$ cat config.mk
export PLATFORM = sky130hd
export DESIGN_NAME = load_store_unit
export DESIGN_NICKNAME = d
export VERILOG_FILES = /design/src/rtl/load_store_unit.sv
export SDC_FILE = /design/constraint.sdc
export NUM_CORES = 1
export LEC_CHECK = 0
export ABC_CLOCK_PERIOD_IN_PS = 22500
export CORE_ASPECT_RATIO = 1.4
export CORE_MARGIN = 5
export CORE_UTILIZATION = 45
export DETAILED_ROUTE_END_ITERATION = 6
export GPL_TIMING_DRIVEN = 0
export PLACE_DENSITY_LB_ADDON = 0.08
export SLEW_MARGIN = 20
export SYNTH_ARGS = -nofsm -noshare
export SYNTH_HDL_FRONTEND = slang
export SYNTH_SLANG_ARGS = --single-unit
export TNS_END_PERCENT = 50
$ cat constraint.sdc
create_clock -name clk -period 22.5 [get_ports clk]
set_clock_uncertainty 0.2 [all_clocks]
set_input_delay 4.5 -clock clk [delete_from_list [all_inputs] [get_ports clk]]
set_output_delay 4.5 -clock clk [all_outputs]
set_load 0.02 [all_outputs]
$ cat src/rtl/load_store_unit.sv
// load_store_unit: single-outstanding load/store engine between execute and a
// 64-bit doubleword data memory. Sub-word stores are done as read-modify-write;
// misaligned or illegal requests are answered without touching memory.
module load_store_unit #(
  parameter int ADDR_WIDTH = 64,
  parameter int DATA_WIDTH = 64   // lane logic below assumes 8 byte lanes
) (
  input  logic                  clk,
  input  logic                  reset,
  input  logic                  req_valid,
  output logic                  req_ready,
  input  logic                  req_is_store,
  input  logic [2:0]            req_funct3,
  input  logic [ADDR_WIDTH-1:0] req_addr,
  input  logic [DATA_WIDTH-1:0] req_wdata,
  output logic                  mem_read,
  output logic                  mem_write,
  output logic [ADDR_WIDTH-1:0] mem_address,
  output logic [DATA_WIDTH-1:0] mem_write_data,
  input  logic [DATA_WIDTH-1:0] mem_read_data,
  output logic                  resp_valid,
  output logic [DATA_WIDTH-1:0] resp_rdata,
  output logic                  resp_misaligned,
  output logic                  resp_illegal
);

  typedef enum logic [1:0] {
    S_IDLE,
    S_READ,
    S_WRITE,
    S_RESP
  } state_t;

  state_t                  r_state;
  state_t                  w_next_state;

  // Request fields latched at accept; inputs are don't-care afterwards.
  logic                    r_is_store;
  logic [2:0]              r_funct3;
  logic [ADDR_WIDTH-1:0]   r_addr;
  logic [DATA_WIDTH-1:0]   r_wdata;
  logic                    r_misaligned;
  logic                    r_illegal;
  logic [DATA_WIDTH-1:0]   r_word;        // doubleword captured in READ

  logic                    w_accept;
  logic                    w_illegal;
  logic                    w_misaligned;
  logic                    w_size_misaligned;
  logic [3:0]              w_size_bytes;
  logic [DATA_WIDTH-1:0]   w_shifted;
  logic [DATA_WIDTH-1:0]   w_load;
  logic [DATA_WIDTH-1:0]   w_merged;

  assign w_accept = req_valid && (r_state == S_IDLE);

  // Stores only have B/H/W/D encodings; loads reserve 111.
  assign w_illegal = req_is_store ? req_funct3[2] : (req_funct3 == 3'b111);

  // Natural alignment check on the incoming request.
  always_comb begin
    unique case (req_funct3[1:0])
      2'b01:   w_size_misaligned = req_addr[0];
      2'b10:   w_size_misaligned = |req_addr[1:0];
      2'b11:   w_size_misaligned = |req_addr[2:0];
      default: w_size_misaligned = 1'b0;
    endcase
  end

  // Illegal takes precedence, so an illegal request never also reports misaligned.
  assign w_misaligned = !w_illegal && w_size_misaligned;

  assign w_size_bytes = 4'd1 << r_funct3[1:0];
  assign mem_address  = {r_addr[ADDR_WIDTH-1:3], 3'b000};

  // Byte-lane merge for sub-word stores: lane g takes source byte (g - offset)
  // when that falls inside the access size, otherwise keeps the memory byte.
  for (genvar g = 0; g < 8; g++) begin : g_lane
    logic [2:0] w_src;
    assign w_src = 3'(g) - r_addr[2:0];
    assign w_merged[8*g +: 8] = ({1'b0, w_src} < w_size_bytes) ? r_wdata[8*w_src +: 8]
                                                                : r_word[8*g +: 8];
  end

  assign w_shifted = r_word >> {r_addr[2:0], 3'b000};

  // Extract and sign/zero-extend the addressed field of the captured word.
  always_comb begin
    unique case (r_funct3)
      3'b000:  w_load = {{(DATA_WIDTH-8){w_shifted[7]}},   w_shifted[7:0]};
      3'b001:  w_load = {{(DATA_WIDTH-16){w_shifted[15]}}, w_shifted[15:0]};
      3'b010:  w_load = {{(DATA_WIDTH-32){w_shifted[31]}}, w_shifted[31:0]};
      3'b011:  w_load = w_shifted;
      3'b100:  w_load = {{(DATA_WIDTH-8){1'b0}},  w_shifted[7:0]};
      3'b101:  w_load = {{(DATA_WIDTH-16){1'b0}}, w_shifted[15:0]};
      3'b110:  w_load = {{(DATA_WIDTH-32){1'b0}}, w_shifted[31:0]};
      default: w_load = '0;
    endcase
  end

  // State register; reset drops any in-flight operation.
  // NOTE: sequential state uses non-blocking assignments so every flop samples
  // pre-edge values regardless of block ordering.
  always_ff @(posedge clk or posedge reset) begin
    if (reset) r_state <= S_IDLE;
    else       r_state <= w_next_state;
  end

  // Request latches and read-data capture.
  always_ff @(posedge clk or posedge reset) begin
    if (reset) begin
      r_is_store   <= 1'b0;
      r_funct3     <= '0;
      r_addr       <= '0;
      r_wdata      <= '0;
      r_misaligned <= 1'b0;
      r_illegal    <= 1'b0;
      r_word       <= '0;
    end else begin
      if (w_accept) begin
        r_is_store   <= req_is_store;
        r_funct3     <= req_funct3;
        r_addr       <= req_addr;
        r_wdata      <= req_wdata;
        r_misaligned <= w_misaligned;
        r_illegal    <= w_illegal;
      end
      if (r_state == S_READ) r_word <= mem_read_data;
    end
  end

  // Next-state and output decode from state and latched request.
  // NOTE: every output gets a default before the case so no path infers a latch.
  always_comb begin
    w_next_state    = r_state;
    req_ready       = 1'b0;
    mem_read        = 1'b0;
    mem_write       = 1'b0;
    mem_write_data  = '0;
    resp_valid      = 1'b0;
    resp_rdata      = '0;
    resp_misaligned = 1'b0;
    resp_illegal    = 1'b0;
    unique case (r_state)
      S_IDLE: begin
        req_ready = 1'b1;
        if (req_valid) begin
          if (w_illegal || w_misaligned)
            w_next_state = S_RESP;
          else if (req_is_store && (req_funct3[1:0] == 2'b11))
            w_next_state = S_WRITE;   // full doubleword needs no read
          else
            w_next_state = S_READ;
        end
      end
      S_READ: begin
        mem_read     = 1'b1;
        w_next_state = r_is_store ? S_WRITE : S_RESP;
      end
      S_WRITE: begin
        mem_write      = 1'b1;
        mem_write_data = (r_funct3[1:0] == 2'b11) ? r_wdata : w_merged;
        w_next_state   = S_RESP;
      end
      S_RESP: begin
        resp_valid      = 1'b1;
        resp_misaligned = r_misaligned;
        resp_illegal    = r_illegal;
        resp_rdata      = (r_is_store || r_illegal || r_misaligned) ? '0 : w_load;
        w_next_state    = S_IDLE;
      end
      default: w_next_state = S_IDLE;
    endcase
  end

endmodule

==> results.ini, run 1 <==
[run_status]
status=completed

[place]
placed_cell_area_um2=18600
gp_congestion=1.07
post-dp-hpwl_mm=51.2
post-place-ws_ns=12.17
port_buffers=393

[detailed_routing]
drt-initial-drc-count=1221
route.top_layer_used=met5
wl_per_cell_um=29.6
wl_met1_mm=21.4
dr.pass1.iters=6
dr_wl_met2_mm=31.1
vias_per_cell=6.31
num_vias=13500
met3_length_mm=5.61
drcViolationCount=0
drt-total-wl_mm=63.5
ant_nets=0

[logic_synthesis]
synth_flop_cell=dfrtp_1
netlist_top_cells_count=dfrtp_1 (200), mux2_2 (194), nand2_1 (133)
synth_edf_count=0
synth_area_um2=14200
yosysTopAreaCell=dfrtp_1
yosys.area.top_type_share_pct=35.4
synth_seq_cells=200
synth_area_leaders=dfrtp_1 (35%), mux2_2 (15%), mux4_2 (11%)
avgSynthCellArea_um2=10.7
synth_most_common_cell=dfrtp_1
ys_async_sr_fraction_pct=100
synthCells=1326
ys_warn_count=0
ys_seq_area_share_pct=35.4
synth_cell_type_count=61

[critical_path]
r2r_slack_ns=19.60
cp.required_ns=17.80
r2r_start=r_state[0]
cp-end-kind=output port
cp.buffers_inverters=9
critPathLaunchType=flip-flop
cp_top_family=buffers and inverters
setup.worst_path.start=r_addr[1]
crit_chain=buf_6 -> buf_4 -> buf_2 -> buf_2 -> inv_2 -> ha_1 -> xnor2_2 -> buf_2 -> inv_1 -> ha_1 -> a21oi_2 -> clkbuf_1 -> o21ai_0 -> o21ai_0 -> clkdlybuf4s50_1
crit_slowest_cell=xnor2_2
critPathKind=flip-flop to output port
crit_top_cell=buf_2
arrival_ns=6.11
cpPeakStageDelay_ns=0.72
critical_path.max_fanout=10

[min_path]
min_from=r_addr[11]
hp-class=flip-flop to flip-flop

[cells_and_area]
syn2layout_area_growth_pct=35.9
fin_area_um2=19200
fillers=2649
layout.nets=1956
drive_gt1_share_pct=20.5

[floorplan]
fp.coreArea_um2=30900
top_level_ports=397
start_util_pct=45.8
rows=76
die_x_um=160
die_h_um=220
die-area_um2=35200

[clocking]
tritoncts=done
h-tree-depth=4
cts-root-buf=clkbuf_16
clk_latency_ns=0.46
clockBufferDepth=2
clock_sinks=200
cts-resized-gates=0
clkTransAtPathRegs_ns=0.09
holdBufCountCts=0
post_cts_buffers=0
cts_buffers=17

[power]
p_leak_nw=7.62
finalPower_mw=3.93
peakVddDrop_v=0.0000840
pwr_density_cell_nw_per_um2=204

[sta]
hold_viol_final=0
fin_crit_ns=10.81
hold_ws_ns=0.308
worstMarginPinSlew_ns=1.13
tns_ns=0
fmax_mhz=92.5
maxSlewViolCount=0
period_share_pct=48.0
setup_viol=0
slew_headroom_pct=24.4
worst_slack_ns=11.69
rsz0062_at_grt=false

[global_routing]
grt_pass1_wl_mm=93.0
overflow=0
grt_pass1_vias=14500
antenna_found_initial=3
grt_usage_pct=35.7
grt_max_degree=102

[job]
cap_violations=0

[area by class of cell]
cell class / count / area (um2) / area share (%)
well taps: 390 / 488 / 2.54
repair buffers: 394 / 3960 / 20.6
inverters: 35 / 139 / 0.722
flip-flops and latches: 200 / 5000 / 26.0
diodes: 1 / 2.50 / 0.0130
clock inverters: 14 / 178 / 0.924
clock buffers: 17 / 425 / 2.21
plain buffers: 118 / 593 / 3.08
multi-input cells: 975 / 8440 / 43.9
[state kept, by name, summed over array words and instances (netlist names)]
register	flops
r_is_store	1
r_addr	64
r_misaligned	1
r_illegal	1
r_wdata	64
r_state	2
r_word	64
r_funct3	3
[report_power, final]
group	switching, mW	internal (mW)
Clock	0.166	0.151
Combinational	1.49	1.24
Sequential	0.340	0.542
[stage by stage]
stage,instances,utilization (%)
3_3_place_gp,2111,60.1
3_5_place_dp,2112,60.3
4_1_cts,2143,62.2
6_report,2144,62.2
5_1_grt,2143,62.2
2_1_floorplan,1328,-
[cells in the final DEF (no fill, tap or decap), types with 22 or more instances in the layout]
cell type / synthesis / layout
a211oi_1: 23 / 23
a21oi_1: 100 / 100
and2_1: 22 / 22
buf_2: 29 / 29
clkbuf_1: 59 / 59
clkdlybuf4s50_1: 0 / 393
dfrtp_1: 200 / 200
inv_1: 33 / 32
mux2_2: 194 / 194
mux2i_1: 120 / 120
mux4_2: 70 / 70
nand2_1: 133 / 133
nor2_1: 35 / 35
nor2b_1: 23 / 23
nor3_1: 25 / 24
o21ai_0: 62 / 62
o221ai_1: 23 / 23
[cell families after synthesis]
kind of cell	Yosys count	synth area share [%]
flip-flops	200	35.4
adder cells (fa/ha/maj)	16	1.41
AO/OA/AOI/OAI	294	13.5
multiplexers	385	35.2
other	1	0.0265
buffers and inverters	153	5.12
AND/OR/NAND/NOR	275	9.23
XOR/XNOR	2	0.177
[per-layer routing]
metal	GRT usage, %	up-vias
met5	0	-
met3	8.68	255
met2	61.2	880
met1	38.6	6628
met4	26.1	2
li1	-	5769
[path summary, 6_finish.rpt]
path	depth (start not counted)	end
setup reg to reg	6	r_addr[0]
min in group asynchronous	2	r_addr[31]
hold reg to reg	1	r_addr[11]
hold / removal	1	r_addr[11]
max in group asynchronous	3	r_word[56]
setup / recovery	15	mem_write_data[32]
Note: power is estimated with default switching activity, not from simulation.
==> run 2: changes to the inputs <==
--- a/config.mk
+++ b/config.mk
@@ -5,7 +5,7 @@
 export SDC_FILE = /design/constraint.sdc
 export NUM_CORES = 1
 export LEC_CHECK = 0
-export ABC_CLOCK_PERIOD_IN_PS = 22500
+export ABC_CLOCK_PERIOD_IN_PS = 9620
 export CORE_ASPECT_RATIO = 1.4
 export CORE_MARGIN = 5
 export CORE_UTILIZATION = 45
==> constraint.sdc (replaced) <==
create_clock -name clk -period 9.62 [get_ports clk]
set_clock_uncertainty 0.2 [all_clocks]
set_input_delay 1.924 -clock clk [delete_from_list [all_inputs] [get_ports clk]]
set_output_delay 1.924 -clock clk [all_outputs]
set_load 0.02 [all_outputs]
==> results of run 2 <==
The final DEF is identical to that of run 1. Status: completed.
Main changes from that run: setup slack after placement 12.17 ns -> 1.86 ns; setup slack after layout 11.69 ns -> 1.39 ns; register-to-register setup slack 19.60 ns -> 6.72 ns; total power 3.93 mW -> 9.19 mW; worst IR drop on VDD 0.0000840 V -> 0.000196 V
